--- config.mk ---
export PLATFORM = sky130hd
export DESIGN_NAME = elink_frame_assembler
export DESIGN_NICKNAME = d
export VERILOG_FILES = /design/src/rtl/elink_frame_assembler.sv
export SDC_FILE = /design/constraint.sdc
export NUM_CORES = 2
export LEC_CHECK = 0
export CAP_MARGIN = 5
export CORE_MARGIN = 4
export CORE_UTILIZATION = 40
export DETAILED_ROUTE_END_ITERATION = 16
export HOLD_SLACK_MARGIN = 0.03
export PLACE_DENSITY_LB_ADDON = 0.08
export SYNTH_ARGS = -nofsm -noshare
export SYNTH_HDL_FRONTEND = slang
export SYNTH_SLANG_ARGS = --single-unit
--- constraint.sdc ---
create_clock -name clk -period 10.5 [get_ports clk]
set_clock_uncertainty 0.1 [all_clocks]
set_input_delay 1.05 -clock clk [delete_from_list [all_inputs] [get_ports clk]]
set_output_delay 1.05 -clock clk [all_outputs]
set_load 0.02 [all_outputs]
--- src/rtl/elink_frame_assembler.sv ---
// Assembles byte-masked eLink beats into fixed-size frames and buffers them in an output FIFO.
// Frame protocol errors, frames lost to a full FIFO and accepted frames each have a saturating counter.
module elink_frame_assembler #(
  parameter int unsigned IN_BYTES    = 8,
  parameter int unsigned FRAME_BYTES = 14,
  parameter int unsigned FIFO_DEPTH  = 4,
  parameter int unsigned CNT_W       = 16
) (
  input  logic                     clk,
  input  logic                     rst_n,
  input  logic                     in_valid,
  input  logic [IN_BYTES*8-1:0]    in_data,
  input  logic [IN_BYTES-1:0]      in_mask,
  output logic [FRAME_BYTES*8-1:0] out_frame,
  output logic                     out_valid,
  input  logic                     out_ready,
  output logic                     busy,
  output logic [CNT_W-1:0]         cnt_ok,
  output logic [CNT_W-1:0]         cnt_drop,
  output logic [CNT_W-1:0]         cnt_err
);

  localparam int unsigned IW  = IN_BYTES * 8;
  localparam int unsigned FW  = FRAME_BYTES * 8;
  localparam int unsigned CW  = $clog2(FRAME_BYTES + IN_BYTES + 1);
  localparam int unsigned PCW = $clog2(IN_BYTES + 1);
  localparam int unsigned PW  = $clog2(FIFO_DEPTH);
  localparam int unsigned LW  = $clog2(FIFO_DEPTH + 1);

  typedef enum logic {IDLE, ASM} state_t;

  state_t          state;
  logic [FW-1:0]   acc;
  logic [CW-1:0]   cnt;
  logic            push_q;
  logic [FW-1:0]   push_frame;

  logic [IN_BYTES-1:0] inv_mask;
  logic                is_empty, is_full, is_head, is_tail, is_bad;
  logic [PCW-1:0]      pop_cnt;
  logic [IW-1:0]       masked;
  logic [FW-1:0]       beat_bytes, load_acc, app_acc;
  logic [CW-1:0]       load_cnt, app_cnt;

  function automatic logic [CNT_W-1:0] sat_inc(input logic [CNT_W-1:0] v);
    return (&v) ? v : v + CNT_W'(1);
  endfunction

  // Beat classification from the lane mask.
  always_comb begin
    inv_mask = ~in_mask;
    is_empty = (in_mask == '0);
    is_full  = (&in_mask);
    is_head  = !is_empty && !is_full && ((in_mask & (in_mask + IN_BYTES'(1))) == '0);
    is_tail  = !is_empty && !is_full && ((inv_mask & (inv_mask + IN_BYTES'(1))) == '0);
    is_bad   = !is_empty && !is_full && !is_head && !is_tail;
  end

  // Valid byte count and valid bytes right-aligned, earliest byte most significant.
  always_comb begin
    pop_cnt = '0;
    masked  = '0;
    for (int i = 0; i < IN_BYTES; i++) begin
      pop_cnt = pop_cnt + PCW'(in_mask[i]);
      if (in_mask[i]) masked[8*i +: 8] = in_data[8*i +: 8];
    end
    if (is_tail) masked = masked >> ((IN_BYTES - 32'(pop_cnt)) * 8);
    beat_bytes = FW'(masked);
    load_acc   = beat_bytes;
    load_cnt   = CW'(pop_cnt);
    app_acc    = (acc << (32'(pop_cnt) * 8)) | beat_bytes;
    app_cnt    = cnt + CW'(pop_cnt);
  end

  // Frame assembly FSM; a completed frame is handed to the FIFO one cycle later.
  always_ff @(posedge clk or negedge rst_n) begin
    if (!rst_n) begin
      state      <= IDLE;
      acc        <= '0;
      cnt        <= '0;
      push_q     <= 1'b0;
      push_frame <= '0;
      cnt_err    <= '0;
    end else begin
      push_q <= 1'b0;
      if (in_valid && !is_empty) begin
        case (state)
          IDLE: begin
            if (is_head || is_full) begin
              acc   <= load_acc;
              cnt   <= load_cnt;
              state <= ASM;
            end else begin
              cnt_err <= sat_inc(cnt_err);
            end
          end
          ASM: begin
            if (is_head) begin
              cnt_err <= sat_inc(cnt_err);
              acc     <= load_acc;
              cnt     <= load_cnt;
            end else if (is_bad) begin
              cnt_err <= sat_inc(cnt_err);
              acc     <= '0;
              cnt     <= '0;
              state   <= IDLE;
            end else if (app_cnt == CW'(FRAME_BYTES)) begin
              push_q     <= 1'b1;
              push_frame <= app_acc;
              acc        <= '0;
              cnt        <= '0;
              state      <= IDLE;
            end else if (app_cnt > CW'(FRAME_BYTES) || is_tail) begin
              cnt_err <= sat_inc(cnt_err);
              acc     <= '0;
              cnt     <= '0;
              state   <= IDLE;
            end else begin
              acc <= app_acc;
              cnt <= app_cnt;
            end
          end
          default: state <= IDLE;
        endcase
      end
    end
  end

  assign busy = (state == ASM);

  logic [FW-1:0] mem [FIFO_DEPTH];
  logic [PW-1:0] rd_ptr, wr_ptr, rd_next;
  logic [LW-1:0] level, level_next;
  logic          pop, fifo_full, wr_en, drop;
  logic [FW-1:0] head_next;

  // FIFO control; the head entry is registered so out_frame comes straight from a flop.
  always_comb begin
    pop        = out_valid && out_ready;
    fifo_full  = (level == LW'(FIFO_DEPTH));
    wr_en      = push_q && (!fifo_full || pop);
    drop       = push_q && !wr_en;
    rd_next    = pop ? rd_ptr + PW'(1) : rd_ptr;
    level_next = level + LW'(wr_en) - LW'(pop);
    head_next  = (wr_en && (wr_ptr == rd_next)) ? push_frame : mem[rd_next];
  end

  // FIFO storage.
  always_ff @(posedge clk) begin
    if (wr_en) mem[wr_ptr] <= push_frame;
  end

  // FIFO pointers, registered head/valid and push statistics.
  always_ff @(posedge clk or negedge rst_n) begin
    if (!rst_n) begin
      rd_ptr    <= '0;
      wr_ptr    <= '0;
      level     <= '0;
      out_valid <= 1'b0;
      out_frame <= '0;
      cnt_ok    <= '0;
      cnt_drop  <= '0;
    end else begin
      rd_ptr    <= rd_next;
      level     <= level_next;
      out_valid <= (level_next != '0);
      out_frame <= (level_next != '0) ? head_next : '0;
      if (wr_en) begin
        wr_ptr <= wr_ptr + PW'(1);
        cnt_ok <= sat_inc(cnt_ok);
      end
      if (drop) cnt_drop <= sat_inc(cnt_drop);
    end
  end

endmodule

==> out/metrics.json <==
{
  "outcome": "finished clean",
  "routed-wl-met3_mm": 8.58,
  "crit_end_element": "flip-flop",
  "timing.critical_path.mode_cell": "sky130_fd_sc_hd__inv_1",
  "cts.root.buffer_cell": "sky130_fd_sc_hd__clkbuf_16",
  "route.met2.wl_mm": 58.1,
  "setup-violations-final": 0,
  "cellPowerDensity_nw_per_um2": 249,
  "die_y_um": 320,
  "critical_path.cell_chain": "clkdlybuf4s50_1 > fa_1 > inv_1 > fa_1 > fa_1 > inv_1 > ha_4 > inv_1 > fa_4 > inv_1 > ha_1 > nand3_1 > and3_1 > nor4_1 > o2111ai_1 > or2_4 > inv_2 > buf_4 > nor2_1 > a31oi_1",
  "ant_nets": 0,
  "cts_tree": "yes",
  "ff_latch_area_um2": 23400,
  "cts_buf_count": 94,
  "dp_worst_setup_slack_ps": 2300,
  "synth.net_count": 3329,
  "cp_slowest_cell": "sky130_fd_sc_hd__fa_4",
  "drcViolationCount": 0,
  "timing_worst_slew_pin_value_ps": 1100,
  "post_route_cells_drive_above_1_share": 0.129,
  "vias_per_cell": 5.83,
  "synth.distinct_cells": 71,
  "final.period_utilization": 0.722,
  "initial_core_util": 0.403,
  "post_drt_wl_per_cell_um": 26.5,
  "cts.sinks": 847,
  "clk_latency_ps": 660,
  "worstHoldPathType": "input port to asynchronous set/reset pin",
  "ctsResizeCount": 0,
  "initialDrtViolationCount": 2750,
  "dr_vias": 27551,
  "critical_path.startpoint_type": "input port",
  "startpoint": "in_mask[1]",
  "mappedNetlistArea_um2": 39000,
  "io_buffer_count": 237,
  "ios": 238,
  "cts_max_level": 3,
  "ys_async_sr_fraction": 0.471,
  "post_cts.repair.setup_buffers": 0,
  "critical_path_class": "input port to flip-flop",
  "wl_final_mm": 126,
  "post_cts_clock_slew_at_the_launch_and_capture_registers_of_the_worst_setup_and_hold_paths_ps": 60,
  "grt_setup_unrepaired": "no",
  "critical_path_required_time_ps": 10970,
  "maxCapViolations": 0,
  "critical_path.reg2reg.startpoint": "out_valid$_DFF_PN0_",
  "grt_antenna_before_repair": 6,
  "achievable_clock_frequency_mhz": 132,
  "final.setup.worst_slack_ps": 2920,
  "proportion_of_synthesized_chip_area_in_sequential_cells": 0.601,
  "post_syn_area_per_cell_um2": 12.1,
  "cp_data_arrival_time_ps": 8050,
  "relSlewSlack": 0.269,
  "synth-main-ff-cell": "sky130_fd_sc_hd__edfxtp_1",
  "gp_routability_congestion": 0.898,
  "post_synthesis_cells": 3226,
  "setup.reg_to_reg.worst_slack_ps": 5910,
  "multi_input_area_um2": 14500,
  "critical-path-max-stage-delay_ps": 1180,
  "regToRegEndpoint": "out_frame[67]$_DFF_PN0_",
  "ir_drop_mv": 0.168,
  "critical_path_cell_count": 20,
  "reg2regPathDepth": 14,
  "yosys_register_bits": 847,
  "final.fill_count": 8796,
  "num_rows": 114,
  "syn2layout_area_growth_pct": 16.7,
  "grt_overflow": 0,
  "final_hold_violation_count": 0,
  "timing.final.max_slew_violations": 0,
  "nets": 3474,
  "route.top_layer_used": "met5",
  "grtUsageTotal": 0.242,
  "cp-endpoint": "push_frame[47]$_DFFE_PN0P_",
  "grt_pass1_vias": 27596,
  "cpLargestDelayFamily": "adder cells",
  "dieWidth_um": 320,
  "ys_warn_count": 0,
  "grt_first_pass_wirelength_mm": 188,
  "final.setup.tns_ps": 0,
  "fp.coreArea_um2": 96700,
  "final_period_minus_worst_setup_slack_ps": 7580,
  "floorplan.die_area_um2": 103000,
  "dr.pass1.iters": 6,
  "clk_path_buf_depth": 3,
  "p_leak_nw": 17.6,
  "hold_buffers": 0,
  "detailedPlacementHpwl_mm": 84.5,
  "m1WireLength_mm": 55.2,
  "number_of_buffer_and_inverter_instances_along_the_worst_setup_path": 7,
  "grt_start_max_net_pins": 135,
  "critical_path_fanout_max": 47,
  "synth-edff-count": 448
}
## synth_stat cells (13+ instances only)
| cell type | n | area [um^2] |
|---|---|---|
| sky130_fd_sc_hd__nand2_1 | 664 | 2490 |
| sky130_fd_sc_hd__o22a_1 | 19 | 166 |
| sky130_fd_sc_hd__a31oi_1 | 40 | 250 |
| sky130_fd_sc_hd__nor3_1 | 27 | 135 |
| sky130_fd_sc_hd__o21ai_0 | 203 | 1020 |
| sky130_fd_sc_hd__a22o_1 | 14 | 123 |
| sky130_fd_sc_hd__buf_2 | 68 | 340 |
| sky130_fd_sc_hd__mux2_2 | 18 | 203 |
| sky130_fd_sc_hd__xnor2_1 | 31 | 272 |
| sky130_fd_sc_hd__and3_1 | 13 | 81.3 |
| sky130_fd_sc_hd__a21oi_1 | 265 | 1330 |
| sky130_fd_sc_hd__dfrtp_1 | 399 | 9980 |
| sky130_fd_sc_hd__edfxtp_1 | 448 | 13500 |
| sky130_fd_sc_hd__nor2_1 | 170 | 638 |
| sky130_fd_sc_hd__ha_1 | 21 | 263 |
| sky130_fd_sc_hd__xor2_1 | 25 | 219 |
| sky130_fd_sc_hd__o22ai_1 | 44 | 275 |
| sky130_fd_sc_hd__a2bb2oi_1 | 16 | 140 |
| sky130_fd_sc_hd__inv_1 | 35 | 131 |
| sky130_fd_sc_hd__clkbuf_1 | 140 | 526 |
| sky130_fd_sc_hd__o21ai_1 | 67 | 335 |
| sky130_fd_sc_hd__buf_1 | 24 | 90.1 |
| sky130_fd_sc_hd__a22oi_1 | 17 | 128 |
| sky130_fd_sc_hd__mux4_2 | 195 | 4390 |
| sky130_fd_sc_hd__mux2i_1 | 43 | 430 |
| sky130_fd_sc_hd__nand3_1 | 73 | 365 |
## worst min-delay path by stage
stage / endpoint / slack (ps) / from
2_1_floorplan: acc[105]$_DFFE_PN0P_ / 340 / acc[105]$_DFFE_PN0P_
3_3_place_gp: acc[105]$_DFFE_PN0P_ / 360 / acc[105]$_DFFE_PN0P_
3_5_place_dp: acc[105]$_DFFE_PN0P_ / 370 / acc[105]$_DFFE_PN0P_
4_1_cts: out_frame[96]$_DFF_PN0_ / 350 / rst_n
5_1_grt: out_frame[96]$_DFF_PN0_ / 370 / rst_n
6_report: out_frame[96]$_DFF_PN0_ / 310 / rst_n
## cells by family (layout without fill, tap and decap cells)
family	count (synthesis)	count (layout)	share of synthesized area
adder cells (fa/ha/maj)	27	27	0.00982
multiplexers	256	256	0.129
buffers and inverters	279	505	0.0303
flip-flops	847	847	0.601
other	0	1	0
AO/OA/AOI/OAI	751	751	0.110
XOR/XNOR	58	58	0.0134
AND/OR/NAND/NOR	1008	1008	0.106
## metrics by stage
step	util	std cells	cell area, um^2	hold WS, ps	power (W)
global placement	0.439	4551	42400	363	0.00813
finish	0.470	4729	45500	314	0.0113
CTS	0.470	4728	45500	346	0.0114
detailed placement	0.439	4551	42400	371	0.00813
global route	0.470	4728	45500	374	0.0119
floorplan	-	3226	39000	344	0.00665
## state kept, by name, indices dropped and copies added, names as in the netlist
register and count:
acc 112, cnt_ok 16, rd_ptr 2, wr_ptr 2, push_q 1, cnt_err 16, mem 448, level 3
busy 1, push_frame 112, cnt 5, out_frame 112, out_valid 1, cnt_drop 16
## where the power goes
group | internal, W | switching, W | total, W | leakage [nW]
Sequential | 0.00375 | 0.000292 | 0.00404 | 10.1
Clock | 0.00188 | 0.00136 | 0.00324 | 1.52
Combinational | 0.00149 | 0.00254 | 0.00403 | 5.94
## layout by cell type, fill, tap and decap left out, types with 11 or more instances in the layout
| cell type | netlist | final |
|---|---|---|
| sky130_fd_sc_hd__a211oi_1 | 11 | 11 |
| sky130_fd_sc_hd__a21o_1 | 11 | 11 |
| sky130_fd_sc_hd__a21oi_1 | 265 | 264 |
| sky130_fd_sc_hd__a22o_1 | 14 | 14 |
| sky130_fd_sc_hd__a22oi_1 | 17 | 17 |
| sky130_fd_sc_hd__a2bb2oi_1 | 16 | 16 |
| sky130_fd_sc_hd__a31oi_1 | 40 | 40 |
| sky130_fd_sc_hd__and3_1 | 13 | 12 |
| sky130_fd_sc_hd__buf_4 | 5 | 52 |
| sky130_fd_sc_hd__clkbuf_1 | 140 | 28 |
| sky130_fd_sc_hd__clkbuf_16 | 0 | 94 |
| sky130_fd_sc_hd__clkbuf_8 | 0 | 17 |
| sky130_fd_sc_hd__clkdlybuf4s50_1 | 0 | 236 |
| sky130_fd_sc_hd__clkinv_2 | 0 | 21 |
| sky130_fd_sc_hd__dfrtp_1 | 399 | 399 |
| sky130_fd_sc_hd__edfxtp_1 | 448 | 448 |
| sky130_fd_sc_hd__ha_1 | 21 | 20 |
| sky130_fd_sc_hd__inv_1 | 35 | 35 |
| sky130_fd_sc_hd__mux2_2 | 18 | 18 |
| sky130_fd_sc_hd__mux2i_1 | 43 | 43 |
| sky130_fd_sc_hd__mux4_2 | 195 | 195 |
| sky130_fd_sc_hd__nand2_1 | 664 | 664 |
| sky130_fd_sc_hd__nand3_1 | 73 | 72 |
| sky130_fd_sc_hd__nand4_1 | 11 | 11 |
| sky130_fd_sc_hd__nor2_1 | 170 | 170 |
| sky130_fd_sc_hd__nor3_1 | 27 | 26 |
| sky130_fd_sc_hd__o21ai_0 | 203 | 203 |
| sky130_fd_sc_hd__o21ai_1 | 67 | 67 |
| sky130_fd_sc_hd__o22a_1 | 19 | 19 |
| sky130_fd_sc_hd__o22ai_1 | 44 | 44 |
| sky130_fd_sc_hd__xnor2_1 | 31 | 29 |
| sky130_fd_sc_hd__xor2_1 | 25 | 25 |
## layer usage
layer	vias up	GRT usage
li1	12101	-
met1	14177	0.349
met2	1083	0.378
met3	186	0.0429
met4	4	0.0702
met5	-	0
## cell type report
type / count / area share
flip-flops and latches: 847 / 0.515
multi-input cells: 2100 / 0.318
repair buffers: 290 / 0.0613
clock buffers: 139 / 0.0592
well taps: 1276 / 0.0351
clock inverters: 38 / 0.00792
inverters: 38 / 0.00314
diodes: 1 / 0.0000550
No activity file was read; power rests on OpenSTA's default activity.
